--- src/rtl/router_gen2_pkg.sv ---
// Shared constants and helpers for the second-generation router packet register stage.
package router_gen2_pkg;

   localparam int CHECK_XOR = 0;
   localparam int CHECK_CRC = 1;

   localparam logic [7:0] DEFAULT_CRC_POLY = 8'h07;

   // Extracts a bit field of the given width starting at lsb from a header word.
   function automatic logic [31:0] hdr_field(input logic [31:0] hdr, input int lsb, input int width);
      logic [31:0] mask;
      if (width >= 32) begin
         mask = 32'hFFFF_FFFF;
      end else begin
         mask = (32'h1 << width) - 32'h1;
      end
      return (hdr >> lsb) & mask;
   endfunction

endpackage

--- src/rtl/router_chk_step.sv ---
// One trailer-check step: XOR accumulate, or one MSB-first CRC update over a whole byte.
module router_chk_step
   import router_gen2_pkg::*;
#(
   parameter int                DATA_W     = 8,
   parameter int                CHECK_MODE = CHECK_XOR,
   parameter logic [DATA_W-1:0] CRC_POLY   = DATA_W'(DEFAULT_CRC_POLY)
)(
   input  logic [DATA_W-1:0] chk_cur,
   input  logic [DATA_W-1:0] byte_in,
   output logic [DATA_W-1:0] chk_next
);

   logic [DATA_W-1:0] crc_s;

   // Fold the byte in, then shift DATA_W times with the implicit x^DATA_W term.
   always_comb begin
      crc_s = chk_cur ^ byte_in;
      if (CHECK_MODE == CHECK_CRC) begin
         for (int i = 0; i < DATA_W; i++) begin
            if (crc_s[DATA_W-1]) begin
               crc_s = {crc_s[DATA_W-2:0], 1'b0} ^ CRC_POLY;
            end else begin
               crc_s = {crc_s[DATA_W-2:0], 1'b0};
            end
         end
      end else begin
         crc_s = chk_cur ^ byte_in;
      end
      chk_next = crc_s;
   end

endmodule

--- src/rtl/router_reg_gen2.sv ---
// Router packet register stage: header capture, full-FIFO byte replay,
// trailer check (XOR or CRC), payload-length check and saturating error count.
module router_reg_gen2
   import router_gen2_pkg::*;
#(
   parameter int                DATA_W     = 8,
   parameter int                ADDR_W     = 2,
   parameter int                NUM_PORTS  = 3,
   parameter int                CHECK_MODE = CHECK_XOR,
   parameter logic [DATA_W-1:0] CRC_POLY   = DATA_W'(DEFAULT_CRC_POLY),
   parameter int                ERRCNT_W   = 8
)(
   input  logic                clock,
   input  logic                resetn,
   input  logic                pkt_valid,
   input  logic                fifo_full,
   input  logic                detect_add,
   input  logic                lfd_state,
   input  logic                ld_state,
   input  logic                laf_state,
   input  logic                full_state,
   input  logic                rst_int_reg,
   input  logic [DATA_W-1:0]   data_in,
   output logic [DATA_W-1:0]   dout,
   output logic                dout_valid,
   output logic                parity_done,
   output logic                low_packet_valid,
   output logic                err,
   output logic                len_err,
   output logic [ERRCNT_W-1:0] err_count
);

   localparam int LEN_W = DATA_W - ADDR_W;
   localparam logic [LEN_W-1:0]    PAY_ONE = {{(LEN_W-1){1'b0}}, 1'b1};
   localparam logic [ERRCNT_W-1:0] CNT_ONE = {{(ERRCNT_W-1){1'b0}}, 1'b1};

   logic [DATA_W-1:0]   hdr_q, hdr_d, chk_acc_q, chk_acc_d, trl_q, trl_d;
   logic [DATA_W-1:0]   full_byte_q, full_byte_d, dout_q, dout_d;
   logic [LEN_W-1:0]    pay_cnt_q, pay_cnt_d;
   logic [ERRCNT_W-1:0] err_count_q, err_count_d;
   logic dout_valid_q, dout_valid_d, parity_done_q, parity_done_d;
   logic pd_prev_q, pd_prev_d, lpv_q, lpv_d, err_q, err_d;
   logic len_err_q, len_err_d, laf_prev_q, laf_prev_d;

   logic [DATA_W-1:0] step_cur_s, step_byte_s, step_next_s;
   logic hdr_ok_s, pd_rise_s, chk_mis_s, len_mis_s;

   // lfd seeds the accumulator from zero with the stored header; otherwise fold data_in.
   assign step_cur_s  = lfd_state ? {DATA_W{1'b0}} : chk_acc_q;
   assign step_byte_s = lfd_state ? hdr_q : data_in;

   router_chk_step #(
      .DATA_W     (DATA_W),
      .CHECK_MODE (CHECK_MODE),
      .CRC_POLY   (CRC_POLY)
   ) u_chk_step (
      .chk_cur  (step_cur_s),
      .byte_in  (step_byte_s),
      .chk_next (step_next_s)
   );

   assign hdr_ok_s  = hdr_field(32'(data_in), 0, ADDR_W) < 32'(NUM_PORTS);
   assign pd_rise_s = parity_done_q & ~pd_prev_q;
   assign chk_mis_s = (chk_acc_q != trl_q);
   assign len_mis_s = (pay_cnt_q != hdr_q[DATA_W-1:ADDR_W]);

   // Next-state logic for all packet registers and flags.
   always_comb begin
      hdr_d         = hdr_q;
      chk_acc_d     = chk_acc_q;
      pay_cnt_d     = pay_cnt_q;
      trl_d         = trl_q;
      full_byte_d   = full_byte_q;
      dout_d        = dout_q;
      dout_valid_d  = 1'b0;
      parity_done_d = parity_done_q;
      pd_prev_d     = parity_done_q;
      lpv_d         = lpv_q;
      err_d         = err_q;
      len_err_d     = len_err_q;
      err_count_d   = err_count_q;
      laf_prev_d    = 1'b0;

      if (pd_rise_s) begin
         err_d     = err_q | chk_mis_s;
         len_err_d = len_err_q | len_mis_s;
         if ((chk_mis_s || len_mis_s) && (err_count_q != {ERRCNT_W{1'b1}})) begin
            err_count_d = err_count_q + CNT_ONE;
         end else begin
            err_count_d = err_count_q;
         end
      end else begin
         err_d = err_q;
      end

      if (detect_add) begin
         if (pkt_valid && hdr_ok_s) begin
            hdr_d         = data_in;
            chk_acc_d     = {DATA_W{1'b0}};
            pay_cnt_d     = {LEN_W{1'b0}};
            parity_done_d = 1'b0;
            err_d         = 1'b0;
            len_err_d     = 1'b0;
         end else begin
            hdr_d = hdr_q;
         end
      end else if (lfd_state) begin
         dout_d       = hdr_q;
         dout_valid_d = 1'b1;
         chk_acc_d    = step_next_s;
      end else if (ld_state) begin
         if (pkt_valid) begin
            chk_acc_d = step_next_s;
            if (pay_cnt_q != {LEN_W{1'b1}}) begin
               pay_cnt_d = pay_cnt_q + PAY_ONE;
            end else begin
               pay_cnt_d = pay_cnt_q;
            end
            if (fifo_full) begin
               full_byte_d = data_in;
            end else begin
               dout_d       = data_in;
               dout_valid_d = 1'b1;
            end
         end else begin
            // Trailer byte; with the FIFO full, completion waits for the replay cycle.
            trl_d = data_in;
            lpv_d = 1'b1;
            if (!fifo_full) begin
               parity_done_d = 1'b1;
            end else begin
               parity_done_d = parity_done_q;
            end
         end
      end else if (laf_state) begin
         dout_d       = full_byte_q;
         dout_valid_d = ~laf_prev_q;
         laf_prev_d   = 1'b1;
         if (lpv_q && !parity_done_q) begin
            parity_done_d = 1'b1;
         end else begin
            parity_done_d = parity_done_q;
         end
      end else begin
         dout_d = dout_q;
      end

      if (rst_int_reg) begin
         lpv_d = 1'b0;
      end else begin
         lpv_d = lpv_d;
      end
   end

   // State registers.
   always_ff @(posedge clock or negedge resetn) begin
      if (!resetn) begin
         hdr_q         <= {DATA_W{1'b0}};
         chk_acc_q     <= {DATA_W{1'b0}};
         pay_cnt_q     <= {LEN_W{1'b0}};
         trl_q         <= {DATA_W{1'b0}};
         full_byte_q   <= {DATA_W{1'b0}};
         dout_q        <= {DATA_W{1'b0}};
         dout_valid_q  <= 1'b0;
         parity_done_q <= 1'b0;
         pd_prev_q     <= 1'b0;
         lpv_q         <= 1'b0;
         err_q         <= 1'b0;
         len_err_q     <= 1'b0;
         err_count_q   <= {ERRCNT_W{1'b0}};
         laf_prev_q    <= 1'b0;
      end else begin
         hdr_q         <= hdr_d;
         chk_acc_q     <= chk_acc_d;
         pay_cnt_q     <= pay_cnt_d;
         trl_q         <= trl_d;
         full_byte_q   <= full_byte_d;
         dout_q        <= dout_d;
         dout_valid_q  <= dout_valid_d;
         parity_done_q <= parity_done_d;
         pd_prev_q     <= pd_prev_d;
         lpv_q         <= lpv_d;
         err_q         <= err_d;
         len_err_q     <= len_err_d;
         err_count_q   <= err_count_d;
         laf_prev_q    <= laf_prev_d;
      end
   end

   assign dout             = dout_q;
   assign dout_valid       = dout_valid_q;
   assign parity_done      = parity_done_q;
   assign low_packet_valid = lpv_q;
   assign err              = err_q;
   assign len_err          = len_err_q;
   assign err_count        = err_count_q;

endmodule

--- config.mk ---
export PLATFORM = sky130hd
export DESIGN_NAME = router_reg_gen2
export DESIGN_NICKNAME = d
export VERILOG_FILES = /design/src/rtl/router_gen2_pkg.sv /design/src/rtl/router_chk_step.sv /design/src/rtl/router_reg_gen2.sv
export SDC_FILE = /design/constraint.sdc
export NUM_CORES = 1
export LEC_CHECK = 0
export CORE_MARGIN = 5
export CORE_UTILIZATION = 45
export DETAILED_ROUTE_END_ITERATION = 10
export GPL_TIMING_DRIVEN = 0
export HOLD_SLACK_MARGIN = 0.06
export PLACE_DENSITY = 0.67
export SLEW_MARGIN = 20
export SYNTH_ARGS = -nofsm -noshare
export SYNTH_HDL_FRONTEND = slang
export SYNTH_SLANG_ARGS = --single-unit
--- constraint.sdc ---
create_clock -name clock -period 4.5 [get_ports clock]
set_input_delay 1.35 -clock clock [delete_from_list [all_inputs] [get_ports clock]]
set_output_delay 1.35 -clock clock [all_outputs]
set_load 0.02 [all_outputs]
==> results of run 1 <==
[layout by cell type, fill, tap and decap left out, types with 2 or more instances in the layout]
cell	n
nand4_1	2
and2_1	2
clkinvlp_4	3
buf_4	2
clkbuf_8	10
nor4_2	3
nand3_1	7
mux2_2	33
clkbuf_1	4
a31oi_1	5
dfrtp_1	61
o21ai_0	37
xnor2_1	5
nand2_1	32
nor2_1	9
xor2_1	22
clkdlybuf4s50_1	35
buf_2	4
and3_1	3
nor3_1	3
nand2b_1	10
ha_1	2
inv_1	3
clkinv_2	2
a21oi_1	5
[sequential cells by signal (all words and copies together), names as in the netlist, 6 cells and up]
name / flops
trl_q: 8
chk_acc_q: 8
hdr_q: 8
full_byte_q: 8
pay_cnt_q: 6
err_count: 8
dout: 8
[power by group through the flow]
| stage | registers, mW | logic (mW) | clock network, mW |
|---|---|---|---|
| floorplan | 0.776 | 0.204 | 0 |
| global placement | 0.739 | 0.404 | 0 |
| detailed placement | 0.744 | 0.414 | 0 |
| CTS | 0.734 | 0.416 | 0.498 |
| global route | 0.747 | 0.453 | 0.528 |
| finish | 0.733 | 0.409 | 0.489 |
[final timing paths]
| check | slack, ps | end | cells after the start |
|---|---|---|---|
| max | 1510 | trl_q[6] | 5 |
| min | 410 | pd_prev_q | 0 |
| max reg2reg | 2550 | err_count[1] | 5 |
| min reg2reg | 410 | pd_prev_q | 0 |
| max in group asynchronous | 3090 | full_byte_q[6] | 2 |
| min in group asynchronous | 890 | dout_valid | 1 |
[cell type report]
class | count | share of cell area [%]
inverter | 3 | 0.308
tap | 77 | 2.64
clock buffer | 10 | 3.77
buffer | 9 | 1.16
timing repair buffer | 37 | 10.3
sequential | 61 | 41.8
multi-input combinational | 198 | 38.3
clock inverter | 6 | 1.71
[routing by layer]
| metal | vias up | global-route usage (%) |
|---|---|---|
| li1 | 1055 | - |
| met1 | 1085 | 20.9 |
| met2 | 39 | 27.3 |
| met3 | 9 | 6.28 |
| met4 | 0 | 5.13 |
| met5 | - | 0 |
[through the flow]
| stage | total power [mW] | hold slack [ps] | instance area (sq um) |
|---|---|---|---|
| 2_1_floorplan | 0.980 | 417 | 2980 |
| 3_3_place_gp | 1.14 | 399 | 3440 |
| 3_5_place_dp | 1.16 | 397 | 3450 |
| 4_1_cts | 1.65 | 412 | 3650 |
| 5_1_grt | 1.73 | 434 | 3650 |
| 6_report | 1.63 | 406 | 3650 |
[worst register-to-register path, stage by stage (launching register included)]
cell      delay, ps
dfrtp_1         410
xor2_1          180
nor4_2          470
nand4_2         280
o211ai_2        170
mux2_4          330
[cells by family after synthesis]
group | after synthesis | share of synthesized area, %
AO/OA/AOI/OAI | 56 | 10.8
XOR/XNOR | 27 | 7.93
adder cells (fa/ha/maj) | 2 | 0.839
buffers and inverters | 12 | 1.81
flip-flops | 61 | 51.2
multiplexers | 35 | 13.4
AND/OR/NAND/NOR | 78 | 14.0
==> run_results.csv, run 1 <==
group,metric,value,unit
route,vias,2188,
synth,yosys.area.top_type_share,51.2,%
timing,slew_viol_final,0,
route,top_layer,"met4",
power_and_ir_drop,share_seq_of_total_power,44.9,%
worst_setup_path,crit_fanout,10,
clocking,clock_path_buffers,2,
power_and_ir_drop,leakagePower,1.58,nW
synth,synthTopCellsByCount,"dfrtp_1 (61), o21ai_0 (37), mux2_2 (33), nand2_1 (32), xor2_1 (22)",
clocking,post_cts_buffers,0,
synth,synthCells,271,
clocking,clk_pin_slew_worst_paths,70,ps
timing,fin_skew,6.60,ps
placement,io_buffers,36,
synth,syn_area_per_cell,11.0,sq um
route,met3WireLength,281,um
grt,antenna_found_initial,0,
hold_path,worstHoldStart,"parity_done",
cells_and_area,final-instance-count-excl-fill,401,
power_and_ir_drop,swShare,30.9,%
clocking,cts-htree-levels,3,
timing,grt_setup_unrepaired,"false",
synth,synth.most_common_cell,"dfrtp_1",
timing,min_period,2990,ps
cells_and_area,seq_area,1530,sq um
worst_setup_path,cp-start-kind,"input port",
worst_setup_path,critPathMaxStageDelay,630,ps
cells_and_area,area_growth,22.6,%
clocking,clock-sinks,61,
hold_path,min_path_type,"reg2reg",
grt,grt_pass1_vias,2184,
timing,finalCritPeriodShare,66.4,%
timing,relSlewSlack,51.3,%
floorplanning,fp.dieH,91.4,um
clocking,cts_resized,0,
grt,grt_util_all_layers,16.9,%
route,avgViaCountPerCell,5.46,
synth,synth_seq_cells,61,
cells_and_area,multi_input_area,1400,sq um
floorplanning,die-area,8350,sq um
cells_and_area,layout-drive-gt1-share,19.8,%
route,route.detailed.drc,0,
clocking,cts_tree,"yes",
worst_setup_path,crit_type,"in2reg",
clocking,numCtsBuffers,9,
floorplanning,rows,29,
synth,syn_nets,291,
cells_and_area,finalNetCount,339,
floorplanning,die_w,91.4,um
grt,grt_max_degree,41,
synth,synth_ff_type,"dfrtp_1",
cells_and_area,fillers,574,
floorplanning,start_util,46.7,%
grt,grt_pass1_wl,11000,um
synth,syn_area,2980,sq um
route,wl_met2,3270,um
worst_setup_path,worstSetupStartpoint,"ld_state",
floorplanning,ioPinCount,39,
cells_and_area,utilization,57.2,%
power_and_ir_drop,p_switching,0.505,mW
synth,ys_async_sr_fraction,100,%
clocking,clock_latency,340,ps
placement,gp_congestion,0.797,
synth,synth_area_leaders,"dfrtp_1 (51%), mux2_2 (12%), xor2_1 (6.5%)",
timing,setup_tns,0,ps
route,drt_iter0_drc,95,
run,cap_violations,0,
power_and_ir_drop,p_per_area,446,nW/um^2
timing,hold_viol_final,0,
route,first_pass_iters,4,
synth,synth_top_area_cell,"dfrtp_1",
placement,hpwlAfterDp,4730,um
power_and_ir_drop,p_clk_share,30.0,%
route,finalWirelength,6590,um
clocking,clockRootBuffer,"clkbuf_8",
worst_setup_path,cp.arrival,3210,ps
worst_setup_path,worst_setup_path_end_kind,"flip-flop",
placement,dpl_worst_slack,1130,ps
worst_setup_path,crit_family,"buffers and inverters",
timing,finalWorstSetupSlack,1510,ps
timing,setup_viol,0,
timing,clock.fmax,0.334,GHz
grt,grt_remaining_overflow,0,
route,wl_per_cell,16.4,um
worst_setup_path,critPathRequiredTime,4720,ps
worst_setup_path,cp_cell_sequence,"clkdlybuf4s50_1, buf_4, inv_1, nor4_4, mux2_2",
clocking,cts_hold_buffers,0,
placement,dpl.cell_count,385,
route,antenna_left,0,
synth,ys_seq_area_share,51.2,%
power_and_ir_drop,intPower,1.13,mW
synth,yosysWarnings,0,
synth,synth-edff-count,0,
route,wl_met1,2940,um
worst_setup_path,cp.buffers_inverters,3,
cells_and_area,n_antenna_cell,0,
power_and_ir_drop,irDropWorstVdd,257,uV
worst_setup_path,timing.rr.start,"chk_acc_q[2]",
power_and_ir_drop,power.share.combinational,25.1,%
synth,ys_types,39,
floorplanning,core_area,6390,sq um
timing,worst_pin_slew,725,ps
worst_setup_path,slowest_stage,"nor4_4",
run_status,status,"finished, final reports clean",
Note: power is estimated with default switching activity, not from simulation.
==> inputs of run 2 (changes only) <==
Clock period 4.5 ns to 3.1 ns, I/O delays scaled along.
==> results of run 2 <==
Same layout as run 1 (identical final DEF). Status: finished, final reports clean.
Among the figures that moved: setup slack after placement 1130 ps -> 151 ps; setup slack after layout 1510 ps -> 530 ps; register-to-register setup slack 2550 ps -> 1150 ps; total power 1.63 mW -> 2.37 mW; worst IR drop on VDD 257 uV -> 373 uV
